`config.mk`:
```
export PLATFORM = sky130hd
export DESIGN_NAME = seq_pattern_tx
export DESIGN_NICKNAME = d
export VERILOG_FILES = /design/src/rtl/seq_pattern_tx.sv
export SDC_FILE = /design/constraint.sdc
export NUM_CORES = 1
export LEC_CHECK = 0
export BUFFER_PORTS_ARGS = -buffer_cell sky130_fd_sc_hd__buf_2
export CAP_MARGIN = 20
export CORE_MARGIN = 5
export CORE_UTILIZATION = 61
export CTS_CLUSTER_DIAMETER = 80
export DETAILED_ROUTE_END_ITERATION = 6
export GPL_TIMING_DRIVEN = 1
export HOLD_SLACK_MARGIN = 0.15
export PLACE_DENSITY = 0.84
export SYNTH_ARGS = -nofsm -noshare
export SYNTH_HDL_FRONTEND = slang
export SYNTH_SLANG_ARGS = --single-unit
```
`constraint.sdc`:
```
create_clock -name clk -period 4.2 [get_ports clk]
set_input_delay 0.42 -clock clk [delete_from_list [all_inputs] [get_ports clk]]
set_output_delay 0.42 -clock clk [all_outputs]
set_load 0.01 [all_outputs]
```
`src/rtl/seq_pattern_tx.sv`:
```
`default_nettype none
// ============================================================================
// Module   : seq_pattern_tx
// Purpose  : Serial pattern transmitter. Accepts a W-bit pattern with a
//            repeat count and an inter-frame gap through a start/ready
//            handshake, then shifts the pattern out MSB-first, one bit per
//            clock, repeating it the requested number of times.
// Ports    : clk, rst      - clock, synchronous active-high reset
//            start         - transfer request, accepted while ready=1
//            pattern       - W-bit pattern, sampled on accept
//            repeat_n      - number of frames, sampled on accept
//            gap           - idle cycles between frames, sampled on accept
//            abort         - synchronous cancel of a running transfer
//            ready         - idle, start will be accepted
//            x / x_valid   - serial data bit and its qualifier
//            frame_start   - high on the MSB of every frame
//            done          - one-cycle pulse after the final bit
// Revision : 1.0 - initial release
// ============================================================================
module seq_pattern_tx #(
    parameter int W     = 4,
    parameter int CNT_W = 8,
    parameter int GAP_W = 4
) (
    input  logic             clk,
    input  logic             rst,
    input  logic             start,
    input  logic [W-1:0]     pattern,
    input  logic [CNT_W-1:0] repeat_n,
    input  logic [GAP_W-1:0] gap,
    input  logic             abort,
    output logic             ready,
    output logic             x,
    output logic             x_valid,
    output logic             frame_start,
    output logic             done
);

    localparam int IDX_W = $clog2(W);
    localparam logic [IDX_W-1:0] c_IDX_TOP  = IDX_W'(W - 1);
    localparam logic [CNT_W-1:0] c_CNT_ONE  = CNT_W'(1);
    localparam logic [GAP_W-1:0] c_GAP_ONE  = GAP_W'(1);

    typedef enum logic [1:0] {
        S_IDLE  = 2'd0,
        S_SHIFT = 2'd1,
        S_GAP   = 2'd2
    } state_t;

    // Registered state
    state_t             r_state;
    logic [W-1:0]       r_pat;
    logic [CNT_W-1:0]   r_frames_left;
    logic [GAP_W-1:0]   r_gap;
    logic [GAP_W-1:0]   r_gap_cnt;
    // r_idx is the index of the bit currently presented on x
    logic [IDX_W-1:0]   r_idx;
    logic               r_ready;
    logic               r_x;
    logic               r_x_valid;
    logic               r_frame_start;
    logic               r_done;

    // Next-state values
    state_t             w_state;
    logic [W-1:0]       w_pat;
    logic [CNT_W-1:0]   w_frames_left;
    logic [GAP_W-1:0]   w_gap;
    logic [GAP_W-1:0]   w_gap_cnt;
    logic [IDX_W-1:0]   w_idx;
    logic [IDX_W-1:0]   w_idx_dec;
    logic               w_ready;
    logic               w_x;
    logic               w_x_valid;
    logic               w_frame_start;
    logic               w_done;

    assign w_idx_dec = r_idx - 1'b1;

    always_ff @(posedge clk) begin
        if (rst) begin
            r_state       <= S_IDLE;
            r_pat         <= '0;
            r_frames_left <= '0;
            r_gap         <= '0;
            r_gap_cnt     <= '0;
            r_idx         <= '0;
            r_ready       <= 1'b1;
            r_x           <= 1'b0;
            r_x_valid     <= 1'b0;
            r_frame_start <= 1'b0;
            r_done        <= 1'b0;
        end else begin
            r_state       <= w_state;
            r_pat         <= w_pat;
            r_frames_left <= w_frames_left;
            r_gap         <= w_gap;
            r_gap_cnt     <= w_gap_cnt;
            r_idx         <= w_idx;
            r_ready       <= w_ready;
            r_x           <= w_x;
            r_x_valid     <= w_x_valid;
            r_frame_start <= w_frame_start;
            r_done        <= w_done;
        end
    end

    // Outputs are computed one cycle ahead so that every port is a flop:
    // the w_* output values describe the cycle following the coming edge.
    always_comb begin
        w_state       = r_state;
        w_pat         = r_pat;
        w_frames_left = r_frames_left;
        w_gap         = r_gap;
        w_gap_cnt     = r_gap_cnt;
        w_idx         = r_idx;
        w_ready       = 1'b0;
        w_x           = 1'b0;
        w_x_valid     = 1'b0;
        w_frame_start = 1'b0;
        w_done        = 1'b0;

        case (r_state)
            S_IDLE: begin
                w_ready = 1'b1;
                // abort in IDLE suppresses a simultaneous start
                if (start && !abort) begin
                    w_pat = pattern;
                    w_gap = gap;
                    if (repeat_n == '0) begin
                        w_done = 1'b1;
                    end else begin
                        w_state       = S_SHIFT;
                        w_frames_left = repeat_n;
                        w_idx         = c_IDX_TOP;
                        w_ready       = 1'b0;
                        w_x           = pattern[W-1];
                        w_x_valid     = 1'b1;
                        w_frame_start = 1'b1;
                    end
                end
            end

            S_SHIFT: begin
                if (abort) begin
                    w_state       = S_IDLE;
                    w_frames_left = '0;
                    w_gap_cnt     = '0;
                    w_ready       = 1'b1;
                end else if (r_idx != '0) begin
                    w_idx     = w_idx_dec;
                    w_x       = r_pat[w_idx_dec];
                    w_x_valid = 1'b1;
                end else if (r_frames_left <= c_CNT_ONE) begin
                    // last bit of last frame
                    w_state       = S_IDLE;
                    w_frames_left = '0;
                    w_ready       = 1'b1;
                    w_done        = 1'b1;
                end else begin
                    w_frames_left = r_frames_left - c_CNT_ONE;
                    if (r_gap == '0) begin
                        w_idx         = c_IDX_TOP;
                        w_x           = r_pat[W-1];
                        w_x_valid     = 1'b1;
                        w_frame_start = 1'b1;
                    end else begin
                        w_state   = S_GAP;
                        w_gap_cnt = r_gap;
                    end
                end
            end

            S_GAP: begin
                if (abort) begin
                    w_state       = S_IDLE;
                    w_frames_left = '0;
                    w_gap_cnt     = '0;
                    w_ready       = 1'b1;
                end else if (r_gap_cnt <= c_GAP_ONE) begin
                    // r_gap_cnt counts remaining idle cycles including this one
                    w_state       = S_SHIFT;
                    w_gap_cnt     = '0;
                    w_idx         = c_IDX_TOP;
                    w_x           = r_pat[W-1];
                    w_x_valid     = 1'b1;
                    w_frame_start = 1'b1;
                end else begin
                    w_gap_cnt = r_gap_cnt - c_GAP_ONE;
                end
            end

            default: begin
                w_state = S_IDLE;
                w_ready = 1'b1;
            end
        endcase
    end

    assign ready       = r_ready;
    assign x           = r_x;
    assign x_valid     = r_x_valid;
    assign frame_start = r_frame_start;
    assign done        = r_done;

endmodule
`default_nettype wire

```
After elaboration in Yosys (flattened, before gate mapping). Cells that the tools add are included. W data, S select, Z words.

Register bits: 29. Bits of input ports: 20. Output and inout bits: 5. Logic and storage cells: 110.

$add $sub $neg: 3. $lt $le $gt $ge: 3. Equal/unequal tests: 15. Multiplexer cells: 65. Reductions and logical operators: 13.

Operators with widths (number): $mux W8 (6); $mux W2 (16); $mux W1 (27); $mux W4 (6); $pmux W8 S3 (1); $ne A3 B3 Y1 const B (6); $ne A2 B2 Y1 const B (6); $pmux W1 S3 (4); $pmux W2 S3 (2); $reduce_and A5 Y1 (2); $le A8 B1 Y1 const B (1); $logic_not A8 Y1 (1); $pmux W4 S2 (1); $reduce_and A8 Y1 (1); $sub A8 B1 Y8 const B (1); $le A4 B1 Y1 const B (1); $logic_not A4 Y1 (1); $ne A4 B4 Y1 const B (1); $reduce_and A4 Y1 (1); $reduce_bool A2 Y1 (2); $sub A4 B1 Y4 const B (1); $lt A2 B3 Y1 const B (1); $reduce_bool A3 Y1 (1); $bmux W1 S2 (1); other kinds (8) (8).

Logic depth before layout (Yosys ltp). Gate-level depths: netlist of the first run.

Depth after elaboration: 6. Gate-level depth with buffers: 8.

Worst setup path after synthesis of the first run. Ideal clock, no wire load.

Path kind: register -> register. Start: register r_frames_left[0]. End: register r_gap_cnt[2]. Setup time: 0.114 ns. Arrival time: 1.672 ns. Path slack: 2.415 ns. Cell stages (with the launch flop): 8. Period minus slack after synthesis: 1.785 ns. Cell sequence: dfxtp_1 inv_1 ha_1 nor2_1 o311ai_4 a21oi_2 a211o_1 o21ai_2.

Longest elaborated chain between the ends: 3.

RTL lines: start: declaration (RTL line 53) `logic [CNT_W-1:0] r_frames_left;`; start signal: assignment (RTL line 96) `r_frames_left <= w_frames_left;`; $le A8 B1 Y1 (RTL line 154) `end else if (r_frames_left <= c_CNT_ONE) begin`; $ne A3 B3 Y1 (no line); $reduce_and A4 Y1 (no line); end signal: assignment (RTL line 98) `r_gap_cnt <= w_gap_cnt;`; end: declaration (RTL line 55) `logic [GAP_W-1:0] r_gap_cnt;`.

Every way passes these cells. A chain may end at the register's enable or synchronous reset.

Worst setup path in the final report of the first run.
Start: register r_frames_left[0]. End: register r_idx[0].

Longest elaborated chain between the ends: 3.

RTL lines: $le A8 B1 Y1 (RTL line 154); $ne A3 B3 Y1 (no line); $reduce_and A8 Y1 (no line); end signal: assignment (RTL line 99) `r_idx <= w_idx;`; end: declaration (RTL line 57) `logic [IDX_W-1:0] r_idx;`.

Every way passes these cells.

==> results_dict.tcl, run 1 <==
set metrics [dict create \
    worst_path_dominant_cell_family "compound AO/OA/AOI/OAI gates" \
    max-cap-violations 0 \
    dominantRegCellSynth "dfxtp_1" \
    critical_path_cell_with_the_highest_stage_delay "dfxtp_1" \
    worst_ep_required_time_ns 4.45 \
    wire_length_of_the_first_global_routing_pass_microns 6920 \
    worst_hold_startpoint "pattern[2]" \
    syn-cell-area_sq_um 1749 \
    buffer_depth_of_the_longest_clock_path 2 \
    reg2reg_to "r_idx[0]" \
    postRouteWirelength_microns 4129 \
    finalWorstPathRequiredPeriod_ns 2.175 \
    synthDominantAreaCellType "dfxtp_1" \
    cts_tree "yes" \
    preCtsSetupSlack_ns 2.091 \
    area.growth.synth_to_final_pct 11.66 \
    worst_hold_path_cells 3 \
    fraction_of_the_mapped_netlist_area_in_compound_gates_pct 24.89 \
    grt_util_met3_pct 4.973 \
    path_clk_slew_ns 0.10 \
    finalSetupTns_ns 0 \
    power.density_cell_area_nw_per_um2 609.7 \
    async_flop_share_pct 0 \
    number_of_endpoints_failing_setup_at_the_final_stage 0 \
    first_global_vias 1497 \
    rrSetupSlack_ns 2.02 \
    std_cell_rows 19 \
    critical_path.reg2reg.startpoint "r_frames_left[0]" \
    drt_pre_antenna_iters 5 \
    timing.critical_path.buf_inv 1 \
    grt.total_usage_pct 21.41 \
    groute.layer.met1.usage_pct 28.48 \
    worst-slew-pin-transition_ns 0.6733 \
    grt_antenna_before_repair 0 \
    synth_top_area_share_pct 33.19 \
    synthesis.nets 252 \
    clk_root_buffer_cell "clkbuf_4" \
    timing.final.max_slew_violations 0 \
    post_cts_resize_count 0 \
    power_leakage_nw 0.7697 \
    timing.final.crit_share_pct 51.80 \
    vias_per_cell 6.022 \
    yosysUniqueCellTypes 48 \
    netlist_top_cells_area "dfxtp_1, ha_1, a21oi_1" \
    detail_route.drc_violations 0 \
    r2r.worst_path.cells 7 \
    dr.first_iter.drc_count 139 \
    final_ws_setup_ns 2.025 \
    synth-edff-count 0 \
    peakVddDrop_uv 468.8 \
    clock_sinks 29 \
    avgRoutedWirePerCell_microns 14.80 \
    status "complete, no violations" \
    coreArea_sq_um 2758 \
    post_route_cells_drive_above_1_share_pct 17.74 \
    main_combinational_cell_family_by_area_after_synthesis "simple AND/OR/NAND/NOR gates" \
    fmax_mhz 459.7 \
    finalHoldViolations 0 \
    routabilityCongestion 0.9507 \
    skew_ns 0.003239 \
    synthXorXnorAreaFrac_pct 0.5007 \
    yosys.area_share.simple_pct 26.90 \
    io_pins 25 \
    floorplan.die.height_microns 63.55 \
    seq_cells_post_synth 29 \
    postCtsHoldBufs 0 \
    cts_post_setup_buffers_inserted 0 \
    dp.cells 271 \
    die_x_microns 63.55 \
    avgSynthCellArea_sq_um 7.844 \
    detailedPlacementHpwl_microns 3071 \
    netSwitchingPower_mw 0.5185 \
    ys_top_cells_by_count "dfxtp_1, nand2_1, a21oi_1" \
    hold_class "input pin to register" \
    critical_path_arrival_ns 2.42 \
    internal_power_mw 0.6724 \
    grt_overflow 0 \
    crit_path_max_fo 7 \
    synth_sequential_area_ratio_pct 33.19 \
    grt_setup_unrepaired "false" \
    grt_most_used_layer "met2" \
    drt_antenna_net_count 0 \
    total_number_of_vias 1680 \
    initial_utilization_pct 63.43 \
    yosys.area_share.adder_pct 6.438 \
    port-buffer-count 24 \
    power.share.combinational_pct 47.2 \
    cp-end-kind "register" \
    design.die.area_sq_um 4039 \
    power.sequential.fraction_pct 33.1 \
    report.power.total_mw 1.191 \
    finalNonFillerCells 279 \
    switching_share_of_power_pct 43.54 \
    cts_made_buffers 5 \
    ys.warnings.count 0 \
    worstSetupStartpointType "register" \
    timing.critical_path.cells "inv_1 > ha_1 > nor2_1 > nor4_2 > o22ai_1 > a31oi_1 > a311oi_1" \
    muxShareOfSynthArea_pct 2.432 \
    number_of_h_tree_branching_levels 2 \
    finalHoldWorstSlack_ns 0.3079 \
    n_antenna_cell 0 \
    grt_start_max_net_pins 29 \
    clk-insertion-delay-late_ns 0.34 \
    critical-path-max-stage-delay_ns 0.43 \
    share_clk_of_total_power_pct 19.7 \
    slew_headroom_pct 54.94 \
    global_route.usage.met2_pct 33.38 \
    netlist_instances 223 \
    timing.hold.worst_endpoint "r_pat[2]" \
    fin_nets 276 \
    critical_path_depth 7 \
    criticalPathCategory "register to register" \
]
[layer usage]
layer  wire length (microns)  part of all wire [%]  vias up
met5                       0                     0        -
met4                      86                   2.1        0
met3                     314                   7.6       10
met2                    1897                    46       69
met1                    1831                    44      755
li1                        -                     -      846
[worst register-to-register path: stages, from the launching register on]
cell and delay [ns]:
dfxtp_1 0.43, inv_1 0.09, ha_1 0.29, nor2_1 0.39
nor4_2 0.10, o22ai_1 0.37, a31oi_1 0.14, a311oi_1 0.27
[sequential cells by signal (all words and copies together) (netlist names)]
signal         flops
r_pat              4
r_gap              4
ready              1
frame_start        1
done               1
x                  1
r_frames_left      8
r_idx              2
x_valid            1
r_gap_cnt          4
r_state            2
[power by group through the flow]
| stage | registers, mW | logic (mW) | clock network (mW) |
|---|---|---|---|
| floorplan | 0.389 | 0.449 | 0 |
| global placement | 0.396 | 0.544 | 0 |
| detailed placement | 0.400 | 0.552 | 0 |
| CTS | 0.394 | 0.556 | 0.237 |
| global route | 0.405 | 0.620 | 0.251 |
| finish | 0.394 | 0.562 | 0.234 |
[cells in the final DEF (no fill, tap or decap), drive strengths merged, types with 2 or more instances in the layout]
cell type / instances
a211oi: 4
a21oi: 23
nor4: 6
nand3: 7
ha: 9
o311ai: 2
dfxtp: 29
a31oi: 7
buf: 24
nor3: 6
nand2: 29
or3: 2
a311oi: 2
clkbuf: 5
o22ai: 4
o21ai: 13
nand2b: 8
inv: 16
or2: 3
nor2b: 5
mux2i: 2
nor2: 21
[worst max path at each step]
stage | start | endpoint
final | r_frames_left[0] | r_idx[0]
after global routing | r_frames_left[0] | r_idx[0]
after CTS | r_frames_left[0] | r_idx[0]
after detailed placement | r_frames_left[0] | r_idx[1]
after global placement | r_frames_left[0] | r_idx[0]
after floorplan | r_frames_left[0] | r_gap_cnt[2]
[area by class of cell]
cell class | instances | area [sq um]
multi-input combinational | 171 | 1070
inverter | 16 | 60.06
fill | 249 | 804.5
clock buffer | 5 | 37.54
tap | 31 | 38.79
clock inverter | 3 | 46.29
sequential | 29 | 580.6
timing repair buffer | 24 | 120.1
[cells by family (layout without fill, tap and decap cells)]
logic type | after synthesis | in the layout
simple gates | 94 | 94
flops | 29 | 29
mux | 3 | 3
compound gates | 64 | 64
buf+inv | 23 | 48
fa+ha+maj | 9 | 9
xor+xnor | 1 | 1
[stage by stage]
stage / area [sq um] / util (%)
2_1_floorplan: 1749 / -
3_3_place_gp: 1869 / 67.79
3_5_place_dp: 1869 / 67.79
4_1_cts: 1953 / 70.83
5_1_grt: 1953 / 70.83
6_report: 1953 / 70.83
Power figures use the tool's default switching activity.
==> run 2, diff against run 1 <==
CORE_UTILIZATION = 51   (was 61)
PLACE_DENSITY = 0.75   (was 0.84)
clock period = 1.8 ns   (was 4.2 ns; I/O delays follow)
==> results_dict.tcl, run 2 (synthesized netlist as in run 1, its figures left out) <==
set metrics [dict create \
    drt_antenna_net_count 0 \
    post_detailed_placement_cell_area_sq_um 2061 \
    number_of_h_tree_branching_levels 2 \
    timing.hold.worst_endpoint "r_frames_left[5]" \
    vias_per_cell 5.563 \
    finalWorstPathRequiredPeriod_ns 1.772 \
    skew_ns 0.01620 \
    power_leakage_nw 0.9337 \
    clock_sinks 29 \
    timing.final.max_slew_violations 0 \
    die_x_microns 68.57 \
    grt_antenna_before_repair 0 \
    number_of_endpoints_failing_setup_at_the_final_stage 0 \
    grt_start_max_net_pins 29 \
    peakVddDrop_uv 648.2 \
    top_library_cells_by_usage_in_the_layout_fill_and_taps_aside "nand2_1, dfxtp_1, buf_2, buf_4" \
    design.die.area_sq_um 4701 \
    finalNonFillerCells 327 \
    postLayoutCellArea_sq_um 2293 \
    hold_class "input pin to register" \
    initial_utilization_pct 52.42 \
    layout.cells.most_common "nand2_1" \
    dp.cells 309 \
    first_global_vias 1686 \
    cts_made_buffers 5 \
    path_clk_slew_ns 0.11 \
    critical_path.reg2reg.startpoint "r_frames_left[2]" \
    reg2reg_to "r_state[0]" \
    final_ws_setup_ns 0.02810 \
    worst_hold_path_cells 5 \
    drt_pre_antenna_iters 4 \
    cp-end-kind "register" \
    fmax_mhz 564.4 \
    cts_tree "yes" \
    worstSetupStartpointType "register" \
    r2r.worst_path.cells 6 \
    total_number_of_vias 1819 \
    buffer_depth_of_the_longest_clock_path 2 \
    port-buffer-count 24 \
    criticalPathCategory "register to register" \
    status "complete, no violations" \
    post_route_cells_drive_above_1_share_pct 29.18 \
    dr.first_iter.drc_count 102 \
    coreArea_sq_um 3337 \
    largest_register_ffs 8 \
    preCtsSetupSlack_ns 0.007044 \
    n_antenna_cell 0 \
    report.power.total_mw 3.031 \
    floorplan.die.height_microns 68.57 \
    timing.final.crit_share_pct 98.44 \
    detailedPlacementHpwl_microns 3303 \
    grt_overflow 0 \
    area.growth.synth_to_final_pct 31.12 \
    fill_cells 273 \
    finalSetupTns_ns 0 \
    routabilityCongestion 0.9122 \
    io_pins 25 \
    grt.total_usage_pct 21.43 \
    wire_length_of_the_first_global_routing_pass_microns 7465 \
    worst_hold_startpoint "repeat_n[5]" \
    regMostFlops "r_frames_left" \
    power.density_cell_area_nw_per_um2 1322 \
    grt_setup_unrepaired "true" \
    finalHoldViolations 0 \
    clk_root_buffer_cell "clkbuf_4" \
    rrSetupSlack_ns 0.03 \
    slew_headroom_pct 64.27 \
    critical_path_arrival_ns 2.03 \
    crit_path_max_fo 5 \
    worst-slew-pin-transition_ns 0.5360 \
    fin_nets 309 \
    std_cell_rows 21 \
    finalHoldWorstSlack_ns 0.1990 \
    postRouteWirelength_microns 4748 \
    final_standard_cell_utilization_of_the_core_pct 68.73 \
    detail_route.drc_violations 0 \
    clk-insertion-delay-late_ns 0.35 \
    worst_ep_required_time_ns 2.05 \
    avgRoutedWirePerCell_microns 14.52 \
    max-cap-violations 0 \
]
## run 2: changes by cell type in the layout (fill, tap and decap cells not counted), sizes merged
cell | previous run | this run
clkinv | 1 | 2
dlygate4sd3 | 0 | 9
bufinv | 1 | 0
buf | 24 | 48
## run 2: power breakdown
part,internal (mW),switching [mW]
registers,0.786,0.113
logic,0.754,0.982
clock network,0.147,0.250
## run 2: worst max-delay path, stage by stage, from the launching register on
cell and delay (ns):
dfxtp_1 0.33, buf_4 0.15, nor3_2 0.30, nand3_1 0.20, a31oi_1 0.29, nand3_1 0.19, mux2i_1 0.21
## run 2: layer usage
metal	up-vias	track usage, %	part of all wire (%)
met5	-	0	0
met4	0	10.67	2.4
met3	13	5.835	5.7
met2	56	33.85	47
met1	841	26.67	45
li1	909	-	-
## run 2: repair_timing
item                                   4_1_cts  5_1_grt
gates resized for setup                      0       15
hold buffers                                 9        0
setup endpoints to repair                    0       17
setup buffers                                0        1
endpoints found under the hold margin        9        0
## run 2: area by class of cell
type	instances	area, sq um	area share [%]
flip-flops and latches	29	583.1	25.42
clock buffers	5	37.54	1.637
repair buffers	57	402.9	17.57
inverters	16	60.06	2.619
well taps	46	57.56	2.510
multi-input cells	171	1135	49.48
clock inverters	3	17.52	0.7638
## run 2: worst max-delay path by stage
stage / start / end
floorplan: r_frames_left[0] / r_gap_cnt[2]
global placement: r_state[0] / r_frames_left[5]
detailed placement: r_state[0] / r_frames_left[6]
CTS: r_state[0] / r_frames_left[7]
global route: r_frames_left[2] / r_state[0]
finish: r_frames_left[2] / r_state[0]
==> run 3, diff against run 2 <==
MAX_ROUTING_LAYER = met4   (was default)
REMOVE_ABC_BUFFERS = 1   (was default)
==> results_dict.tcl, run 3 (synthesized netlist as in run 1, its figures left out) <==
set metrics [dict create \
    status "complete, no violations" \
    clock_sinks 29 \
    path_clk_slew_ns 0.09 \
    post_route_cells_drive_above_1_share_pct 24.63 \
    finalHoldWorstSlack_ns 0.1493 \
    clk-insertion-delay-late_ns 0.34 \
    crit_path_max_fo 6 \
    cts_post_setup_buffers_inserted 0 \
    port-buffer-count 24 \
    grt_antenna_before_repair 0 \
    finalWorstPathRequiredPeriod_ns 1.709 \
    wire_length_of_the_first_global_routing_pass_microns 7376 \
    die_x_microns 68.57 \
    power.sequential.fraction_pct 29.4 \
    buffer_depth_of_the_longest_clock_path 2 \
    multi_input_area_sq_um 1122 \
    worst_hold_path_cells 3 \
    routabilityCongestion 0.8888 \
    grt.total_usage_pct 21.69 \
    n_antenna_cell 0 \
    finalNonFillerCells 318 \
    internal_power_mw 1.805 \
    worst-slew-pin-transition_ns 0.5450 \
    r2r.worst_path.cells 6 \
    area.growth.synth_to_final_pct 27.04 \
    top_library_cells_by_usage_in_the_layout_fill_and_taps_aside "nand2_1, dfxtp_1, buf_2, nor2_1, a21oi_1" \
    cts_tree "yes" \
    detail_route.drc_violations 0 \
    detailedPlacementHpwl_microns 3244 \
    std_cell_rows 21 \
    skew_ns 0.01207 \
    peakVddDrop_uv 663.8 \
    power.density_cell_area_nw_per_um2 1397 \
    dp.cells 301 \
    critical_path_arrival_ns 1.94 \
    cts_made_buffers 5 \
    timing.final.max_slew_violations 0 \
    vias_per_cell 5.645 \
    criticalPathCategory "register to register" \
    initial_utilization_pct 52.42 \
    postRouteWirelength_microns 4612 \
    worstSetupStartpointType "register" \
    grt_overflow 0 \
    max-cap-violations 0 \
    drt_antenna_net_count 0 \
    finalSetupTns_ns 0 \
    layout.cells.most_common "nand2_1" \
    final-seq-area_sq_um 584.3 \
    number_of_h_tree_branching_levels 2 \
    first_global_vias 1688 \
    power.share.combinational_pct 52.3 \
    worst_ep_required_time_ns 2.03 \
    dr.first_iter.drc_count 154 \
    power_leakage_nw 0.8927 \
    largest_register_ffs 8 \
    drt_pre_antenna_iters 4 \
    io_pins 25 \
    fmax_mhz 585.1 \
    timing.final.crit_share_pct 94.95 \
    clk_root_buffer_cell "clkbuf_4" \
    finalHoldViolations 0 \
    postLayoutCellArea_sq_um 2222 \
    post_detailed_placement_cell_area_sq_um 2001 \
    cp-end-kind "register" \
    report.power.total_mw 3.105 \
    avgRoutedWirePerCell_microns 14.50 \
    floorplan.die.height_microns 68.57 \
    design.die.area_sq_um 4701 \
    total_number_of_vias 1795 \
    fin_nets 300 \
    number_of_endpoints_failing_setup_at_the_final_stage 0 \
    grt_start_max_net_pins 29 \
    share_clk_of_total_power_pct 18.3 \
    hold_class "input pin to register" \
    switching_share_of_power_pct 41.85 \
    coreArea_sq_um 3337 \
    slew_headroom_pct 63.67 \
    fill_cells 297 \
    netSwitchingPower_mw 1.299 \
    regMostFlops "r_frames_left" \
]
[run 3: area by class of cell]
type,count,area share [%]
Clock buffer,7,2.477
Clock inverter,1,1.351
Inverter,16,2.703
Multi-Input combinational cell,172,50.51
Sequential cell,29,26.30
Tap cell,46,2.590
Timing Repair Buffer,47,14.08
[run 3: routing by layer]
metal,track usage [%],routed length [microns],up-vias
met3,4.376,302,14
met1,25.30,1993,826
met2,35.52,2193,56
met4,10.42,123,0
met5,-,0,-
li1,-,-,899
[run 3: power groups by stage]
stage	combinational, mW	sequential (mW)	clock (mW)
after detailed placement	1.48	0.913	0
after global routing	1.79	0.930	0.600
after floorplan	1.00	0.908	0
after global placement	1.47	0.909	0
after CTS	1.53	0.899	0.580
final	1.62	0.912	0.570
[run 3: critical path, stage by stage (launching register included)]
cell and delay (ns):
dfxtp_2 0.38, inv_1 0.07, ha_2 0.20, or2_2 0.31
a31oi_2 0.23, a31oi_1 0.13, a221oi_1 0.29
[run 3: path summary, 6_finish.rpt]
path	startpoint	end	slack, ns
setup / recovery	r_frames_left[0]	r_frames_left[1]	0.09
setup reg to reg	r_frames_left[0]	r_frames_left[1]	0.09
hold / removal	repeat_n[1]	r_frames_left[1]	0.15
hold reg to reg	r_pat[2]	r_pat[2]	0.47
[run 3: per-stage QoR]
stage                     setup WS [ns]  util, %
after floorplan                 0.01499        -
after global placement         0.003204    59.96
after detailed placement       0.008668    59.96
after CTS                      0.009199    65.28
after global routing          -0.008432    66.59
final                           0.09090    66.59
[run 3: what timing repair did]
item	CTS	global route
gates cloned	0	1
pin swaps	0	1
endpoints found under the hold margin	8	0
gates resized for setup	2	9
endpoints found under the setup margin	5	17
hold buffers	8	0
